==> config.mk <==
export PLATFORM = sky130hd
export DESIGN_NAME = hazard_tracker
export DESIGN_NICKNAME = d
export VERILOG_FILES = /design/src/rtl/hazard_tracker.sv
export SDC_FILE = /design/constraint.sdc
export NUM_CORES = 1
export LEC_CHECK = 0
export BUFFER_PORTS_ARGS = -buffer_cell sky130_fd_sc_hd__buf_2
export CORE_UTILIZATION = 40
export CTS_BUF_LIST = sky130_fd_sc_hd__clkbuf_8
export DETAILED_ROUTE_END_ITERATION = 8
export GPL_ROUTABILITY_DRIVEN = 0
export PLACE_DENSITY = 0.66
export SLEW_MARGIN = 25
export SYNTH_ARGS = -nofsm -noshare
export SYNTH_HDL_FRONTEND = slang
export SYNTH_SLANG_ARGS = --single-unit
==> constraint.sdc <==
create_clock -name clk -period 3.2 [get_ports clk]
set_clock_uncertainty 0.15 [all_clocks]
set_input_delay 0 -clock clk [delete_from_list [all_inputs] [get_ports clk]]
set_output_delay 0 -clock clk [all_outputs]
set_load 0.01 [all_outputs]
==> src/rtl/hazard_tracker.sv <==
// hazard_tracker: decodes write-back info in D and carries it down E/M/W
// for the stall unit and forwarding muxes. Tnew counts down one per stage.
module hazard_tracker #(
  parameter int unsigned RA_REG = 31,
  parameter int unsigned CNT_W  = 32
) (
  input  logic             clk,
  input  logic             reset,
  input  logic [31:0]      instr_D,
  input  logic             stop,
  output logic [4:0]       A3_E,
  output logic [4:0]       A3_M,
  output logic [4:0]       A3_W,
  output logic             RegWr_E,
  output logic             RegWr_M,
  output logic             RegWr_W,
  output logic [1:0]       Tnew_E,
  output logic [1:0]       Tnew_M,
  output logic [1:0]       Tnew_W,
  output logic [CNT_W-1:0] stall_cnt
);

  localparam logic [5:0] OP_RTYPE = 6'h00;
  localparam logic [5:0] OP_ORI   = 6'h0d;
  localparam logic [5:0] OP_LUI   = 6'h0f;
  localparam logic [5:0] OP_LW    = 6'h23;
  localparam logic [5:0] OP_JAL   = 6'h03;
  localparam logic [5:0] FN_ADDU  = 6'h21;
  localparam logic [5:0] FN_SUBU  = 6'h23;

  typedef struct packed {
    logic [4:0] a3;
    logic       rw;
    logic [1:0] tn;
  } wb_t;

  wb_t e_q, m_q, w_q;
  wb_t dec_c;
  wb_t raw_c;
  wb_t m_nxt_c, w_nxt_c;

  logic [5:0] op_c;
  logic [5:0] fn_c;
  logic [4:0] rt_c;
  logic [4:0] rd_c;

  assign op_c = instr_D[31:26];
  assign fn_c = instr_D[5:0];
  assign rt_c = instr_D[20:16];
  assign rd_c = instr_D[15:11];

  // Decode destination, write enable and Tnew; $0 destinations are never hazards
  always_comb begin
    raw_c = '0;
    unique case (op_c)
      OP_RTYPE: begin
        if (fn_c == FN_ADDU || fn_c == FN_SUBU) begin
          raw_c.a3 = rd_c;
          raw_c.rw = 1'b1;
          raw_c.tn = 2'd1;
        end
      end
      OP_ORI, OP_LUI: begin
        raw_c.a3 = rt_c;
        raw_c.rw = 1'b1;
        raw_c.tn = 2'd1;
      end
      OP_LW: begin
        raw_c.a3 = rt_c;
        raw_c.rw = 1'b1;
        raw_c.tn = 2'd2;
      end
      OP_JAL: begin
        raw_c.a3 = 5'(RA_REG);
        raw_c.rw = 1'b1;
        raw_c.tn = 2'd0;
      end
      default: raw_c = '0;
    endcase
    dec_c = raw_c;
    if (raw_c.a3 == 5'd0) begin
      dec_c.rw = 1'b0;
      dec_c.tn = 2'd0;
    end
  end

  // Next M/W contents with saturating Tnew decrement
  always_comb begin
    m_nxt_c    = e_q;
    m_nxt_c.tn = (e_q.tn == 2'd0) ? 2'd0 : e_q.tn - 2'd1;
    w_nxt_c    = m_q;
    w_nxt_c.tn = (m_q.tn == 2'd0) ? 2'd0 : m_q.tn - 2'd1;
  end

  // Pipeline registers: E takes a bubble on stop, M/W always advance
  always_ff @(posedge clk or negedge reset) begin
    if (!reset) begin
      e_q <= '0;
      m_q <= '0;
      w_q <= '0;
    end else begin
      e_q <= stop ? wb_t'('0) : dec_c;
      m_q <= m_nxt_c;
      w_q <= w_nxt_c;
    end
  end

  // Saturating count of stalled cycles
  always_ff @(posedge clk or negedge reset) begin
    if (!reset) begin
      stall_cnt <= '0;
    end else if (stop && (stall_cnt != {CNT_W{1'b1}})) begin
      stall_cnt <= stall_cnt + CNT_W'(1);
    end
  end

  assign A3_E    = e_q.a3;
  assign A3_M    = m_q.a3;
  assign A3_W    = w_q.a3;
  assign RegWr_E = e_q.rw;
  assign RegWr_M = m_q.rw;
  assign RegWr_W = w_q.rw;
  assign Tnew_E  = e_q.tn;
  assign Tnew_M  = m_q.tn;
  assign Tnew_W  = w_q.tn;

endmodule

==> out/metrics.csv, run 1 <==
stage;metric;value;unit
status;status;complete, no violations;
global_route;pin count of the biggest net entering global routing;37;
sta;fin crit share;89.9;%
clock_tree;# Post-CTS Setup Buffers;0;
die;die area;0.00677;mm2
pwr;Pwr Density;438;mW/mm2
setup_path;Crit path required time;3.30;ns
die;Starting Density;42.6;%
setup_path;Critical R2R Launch;stall_cnt[2];
yosys;yosys warns;0;
routing;Routed Antenna Nets;0;
sta;Period minus WS final;2.88;ns
die;die height;82.3;um
clock_tree;Root Buffer;clkbuf_8;
setup_path;CP Class;in2reg;
placed_design;placed cell area;0.00299;mm2
global_route;grt ovf;0;
clock_tree;Inserted Clock Buffers;5;
min_path;Hold Crit Class;in2reg;
global_route;met1 Resource Use GR;25.2;%
setup_path;Arr. time, crit path;2.98;ns
cells_and_area;final std cells w/o fill;408;
cells_and_area;Syn-to-layout area delta;28.4;%
sta;Max-slew headroom;46.3;%
routing;detailed-route via count;2138;
yosys;dominant cells by area after synthesis;dfrtp_1 54%, xnor2_1 4.4%, nor2_1 3.6%;
routing;Post-Route WL;5960;um
global_route;M2 GR Usage;30.9;%
clock_tree;# H-tree levels;2;
sta;fmax;348;MHz
sta;Setup TNS Final;0;ns
setup_path;Worst Setup SP;instr_D[30];
yosys;Post-synth ARST share;100;%
routing;routed length per instance;14.6;um
yosys;top cells by count, synth;56 x dfrtp_1, 25 x nor2_1, 17 x nand3_1;
routing;DR pass1 iterations;4;
global_route;initial antenna violation count;0;
pwr;Leakage;0.00164;uW
cells_and_area;Layout Nets;368;
yosys;Synth area leader;dfrtp_1;
die;std cell rows;28;
die;Die X;82.3;um
global_route;routing usage on met3;2.64;%
sta;worst-margin pin slew;0.805;ns
global_route;busiest grt layer;met2;
placed_design;Port Buffers;79;
placed_design;DP Cell Count;377;
yosys;Netlist cell types;45;
yosys;syn nets;270;
clock_tree;Clock transition at path regs;0.11;ns
sta;fin. max-slew vios;0;
placed_design;hpwl dp;4030;um
min_path;Hold Crit Start;instr_D[0];
yosys;Post-Synthesis Cells;234;
cells_and_area;layout cells sized above 1;29.7;%
routing;drt via density;5.24;
die;Ports;91;
yosys;number of flops mapped to enable cells by yosys;0;
setup_path;Worst Setup Start Kind;primary input;
yosys;syn avg cell area;11.0;um2
die;Core ar.;0.00606;mm2
setup_path;worst-path maximum fanout;6;
clock_tree;TritonCTS clock tree;built;
setup_path;Setup crit end kind;register;
cells_and_area;antenna cells;0;
sta;RSZ-0062 raised after global routing;no;
global_route;Overall Global Routing Usage;19.3;%
clock_tree;clk sink count;56;
cells_and_area;Finished Cell Area;0.00331;mm2
yosys;Seq/Total Area, Yosys;54.3;%
clock_tree;CTS resizes;0;
global_route;vias in the first global route;2038;
clock_tree;clock buffer depth;2;
yosys;share of Yosys cell area claimed by the top area cell type;54.3;%
sta;Final Hold Slack;0.0492;ns
routing;DRT iter0 DRCs;86;
pwr;Peak supply drop;480;uV
routing;# DRC;0;
cells_and_area;Filler cells;545;
sta;Hold Vio Cnt, Final;0;
global_route;global-route wire length before repair;9740;um
yosys;most numerous cell in the Yosys netlist;dfrtp_1;
yosys;synthesized area;0.00258;mm2
yosys;Synth Flop Type;dfrtp_1;
sta;endpoints failing setup;0;
clock_tree;Clock Latency Late Sink;0.31;ns
yosys;#FFs+latches synth;56;
run;max-cap violations;0;
-- through the flow --
step | setup WS [ns] | total power, uW | utilization (%)
after floorplan | 1.17 | 933 | -
after global placement | 1.04 | 1030 | 49.3
after detailed placement | 0.997 | 1040 | 49.3
after CTS | 0.474 | 1470 | 54.6
after global routing | 0.195 | 1530 | 54.6
final | 0.324 | 1450 | 54.6
-- final cells by class --
cell class / instances / area, um2 / area share (%)
Sequential cell: 56 / 1400 / 42.3
Inverter: 5 / 18.8 / 0.567
Clock buffer: 5 / 68.8 / 2.08
Multi-Input combinational cell: 161 / 1070 / 32.3
Tap cell: 75 / 93.8 / 2.83
Timing Repair Buffer: 103 / 633 / 19.1
Clock inverter: 3 / 27.5 / 0.831
-- layout by cell type, fill, tap and decap left out, types with 2 or more instances in the layout --
master         Yosys  routed
clkbuf_8           0       5
dlygate4sd3_1      0      23
mux2i_1            3       3
nand3_2            2       2
a21oi_1            8       8
nor3_1             8       8
xnor2_1           13      13
and4_1             3       3
nor4_1             6       6
xor2_1            10      10
o31ai_1            2       2
nor2_1            25      25
nand4_4            2       2
nand3_1           17      17
nor2b_1            2       2
nand2_1           14      14
o21ai_0            3       3
inv_1              5       5
a22oi_1            6       6
and3_1             2       2
buf_2              1      79
and2_1             2       2
nand4_1           12      12
dfrtp_1           56      56
-- final timing paths --
kind                                  to  slack [ns]  cells past startpoint
min in group asynchronous        A3_M[0]        0.15                      2
max in group asynchronous  stall_cnt[24]        1.98                      3
setup / recovery                 A3_E[3]        0.32                      9
hold reg to reg                  A3_W[3]        0.23                      0
hold / removal                 Tnew_E[0]        0.05                      5
setup reg to reg            stall_cnt[1]        0.97                      4
-- sequential cells by signal, indices dropped and copies added, names as in the netlist --
name,flops
RegWr_W,1
RegWr_E,1
A3_M,5
Tnew_M,2
RegWr_M,1
A3_E,5
Tnew_W,2
A3_W,5
stall_cnt,32
Tnew_E,2
-- routing by layer --
layer,share of wire (%),routed length (um),vias to the layer above
met3,3.7,220,17
met1,46,2740,1018
met4,3.1,187,0
li1,-,-,1037
met5,0,0,-
met2,47,2810,66
-- power breakdown --
group / internal, uW / switching, uW
Combinational: 107 / 114
Clock: 161 / 252
Sequential: 750 / 66.0
Total: 1020 / 431
-- critical path: stages --
cell	delay [ns]
dlygate4sd3_1	0.54
buf_2	0.13
nor4_1	0.36
inv_1	0.08
nor2_1	0.37
a22oi_1	0.15
dlygate4sd3_1	0.59
a21oi_1	0.18
dlygate4sd3_1	0.58
-- kinds of logic (layout without fill, tap and decap cells) --
| family | count (synthesis) | count (layout) | share of synthesized area, % |
|---|---|---|---|
| compound gates | 28 | 28 | 7.61 |
| xor+xnor | 23 | 23 | 7.81 |
| fa+ha+maj | 1 | 1 | 0.485 |
| buf+inv | 17 | 116 | 4.27 |
| flops | 56 | 56 | 54.3 |
| mux | 5 | 5 | 2.18 |
| simple gates | 104 | 104 | 23.3 |
-- repair_timing --
| action | in CTS | in global routing |
|---|---|---|
| endpoints found under the setup margin | 0 | 0 |
| hold buffers | 23 | 0 |
| endpoints found under the hold margin | 46 | 0 |
Note: power is estimated with default switching activity, not from simulation.
==> run 2: changes to the inputs <==
--- a/config.mk
+++ b/config.mk
@@ -11,6 +11,7 @@
 export DETAILED_ROUTE_END_ITERATION = 8
 export GPL_ROUTABILITY_DRIVEN = 0
 export PLACE_DENSITY = 0.66
+export RECOVER_POWER = 100
 export SLEW_MARGIN = 25
 export SYNTH_ARGS = -nofsm -noshare
 export SYNTH_HDL_FRONTEND = slang
==> run 2 against run 1 <==
Setup slack improved by 0.019 ns. Highest routed layer unchanged. The flow now finishes with violations (max-capacitance violations, max-slew violations). Sequential power barely moved. Critical path type unchanged. Clock-buffer cell count did not move. Via count rose by 0.42%. Largest power group unchanged. Largest cell class unchanged. Critical path depth did not move.
==> out/metrics.csv, run 2 (synthesized netlist as in run 1, its figures left out) <==
stage;metric;value;unit
die;Ports;91;
die;die height;82.3;um
placed_design;hpwl dp;4030;um
placed_design;DP Cell Count;377;
clock_tree;Clock transition at path regs;0.11;ns
setup_path;CP Class;in2reg;
global_route;vias in the first global route;2038;
min_path;Hold Crit Class;in2reg;
setup_path;Arr. time, crit path;2.96;ns
cells_and_area;Util after Layout;52.7;%
sta;worst-margin pin slew;1.97;ns
die;std cell rows;28;
status;status;finished, violations left;
global_route;global-route wire length before repair;9740;um
pwr;Pwr Density;446;mW/mm2
routing;routed length per instance;14.7;um
sta;Max-slew headroom;-31.2;%
clock_tree;Root Buffer;clkbuf_8;
setup_path;CP cell instances;dlygate4sd3_1, clkbuf_1, nor4_1, inv_1, nor2_1, a22oi_1, dlygate4sd3_1, a21oi_1, dlygate4sd3_1;
routing;drt via density;5.26;
routing;DRT iter0 DRCs;105;
routing;DR pass1 iterations;4;
setup_path;Worst Setup SP;instr_D[30];
pwr;Leakage;0.00138;uW
setup_path;worst path bufs/invs;5;
setup_path;crit-path max cell delay;0.59;ns
routing;detailed-route via count;2147;
setup_path;Crit path max-delay family;buffers and inverters;
sta;fin. max-slew vios;37;
cells_and_area;Syn-to-layout area delta;23.8;%
clock_tree;hold_buf cts;23;
clock_tree;clock buffer depth;2;
routing;Post-Route WL;6000;um
clock_tree;# Post-CTS Setup Buffers;0;
routing;Routed Antenna Nets;0;
sta;fmax;350;MHz
setup_path;Crit path top cell by count;dlygate4sd3_1;
cells_and_area;commonest non-fill, non-tap cells in the layout;58 x clkbuf_1, 56 x dfrtp_1, 25 x nor2_1;
clock_tree;clk sink count;56;
cells_and_area;final std cells w/o fill;408;
setup_path;worst-path maximum fanout;6;
sta;fin crit share;89.3;%
global_route;initial antenna violation count;0;
setup_path;Critical R2R Launch;stall_cnt[2];
cells_and_area;max reg flops;32;
sta;endpoints failing setup;0;
setup_path;critical path's slowest cell;dlygate4sd3_1;
setup_path;Setup crit end kind;register;
cells_and_area;Biggest register;stall_cnt;
sta;RSZ-0062 raised after global routing;no;
pwr;Peak supply drop;456;uV
clock_tree;CTS resizes;0;
min_path;Hold Crit Start;instr_D[0];
die;Starting Density;42.6;%
global_route;pin count of the biggest net entering global routing;37;
global_route;grt ovf;0;
global_route;Overall Global Routing Usage;19.3;%
cells_and_area;layout cells sized above 1;10.5;%
run;max-cap violations;1;
die;Core ar.;0.00606;mm2
placed_design;Port Buffers;79;
status;failing checks;max-capacitance violations, max-slew violations;
cells_and_area;most common cell after layout, fill and taps aside;clkbuf_1;
sta;Hold Vio Cnt, Final;0;
die;die area;0.00677;mm2
cells_and_area;Layout Nets;368;
sta;Setup TNS Final;0;ns
routing;# DRC;0;
setup_path;Worst Setup Start Kind;primary input;
clock_tree;Inserted Clock Buffers;5;
clock_tree;TritonCTS clock tree;built;
sta;Period minus WS final;2.86;ns
die;Die X;82.3;um
clock_tree;# H-tree levels;2;
cells_and_area;Filler cells;596;
setup_path;Crit path required time;3.30;ns
cells_and_area;antenna cells;0;
clock_tree;Clock Latency Late Sink;0.31;ns
-- run 2: area by class of cell --
| cell class | count | area [um2] | area share [%] |
|---|---|---|---|
| timing repair buffer | 103 | 558 | 17.5 |
| sequential | 56 | 1400 | 43.9 |
| multi-input combinational | 161 | 1030 | 32.1 |
| clock inverter | 3 | 27.5 | 0.862 |
| inverter | 5 | 18.8 | 0.588 |
| clock buffer | 5 | 68.8 | 2.15 |
| tap | 75 | 93.8 | 2.94 |
-- run 2: worst paths after layout --
path	to	slack [ns]	cells after the start
setup / recovery	A3_E[3]	0.34	9
hold / removal	Tnew_E[0]	0.05	5
setup reg to reg	stall_cnt[25]	0.50	5
hold reg to reg	A3_W[3]	0.23	0
max in group asynchronous	stall_cnt[24]	0.91	3
min in group asynchronous	A3_M[0]	0.62	2
-- run 2: layer usage --
metal	routed length [um]	part of all wire (%)	track usage [%]
met1	2700	45	25.2
met2	2860	48	30.9
met3	250	4.2	2.64
met4	190	3.2	10.4
met5	0	0	0
-- run 2: per-stage QoR --
stage,setup slack (ns),instance area [um2],power (uW),hold slack [ns]
4_1_cts,0.474,3310,1470,0.0133
5_1_grt,0.209,3190,1510,0.0716
3_3_place_gp,1.04,2990,1030,-0.00374
3_5_place_dp,0.997,2990,1040,-0.00184
6_report,0.343,3190,1430,0.0471
2_1_floorplan,1.17,2580,933,-0.446
-- run 2: report_power, final --
group	total, uW	internal, uW	switching, uW
sequential	816	750	66.5
combinational	198	86.6	112
clock	412	161	250
total	1430	998	428
-- run 2: worst min-delay path: cells and delay by family --
kind / cells / cell delay (ns)
simple gates: 4 / 0.38
buf+inv: 1 / 0.10
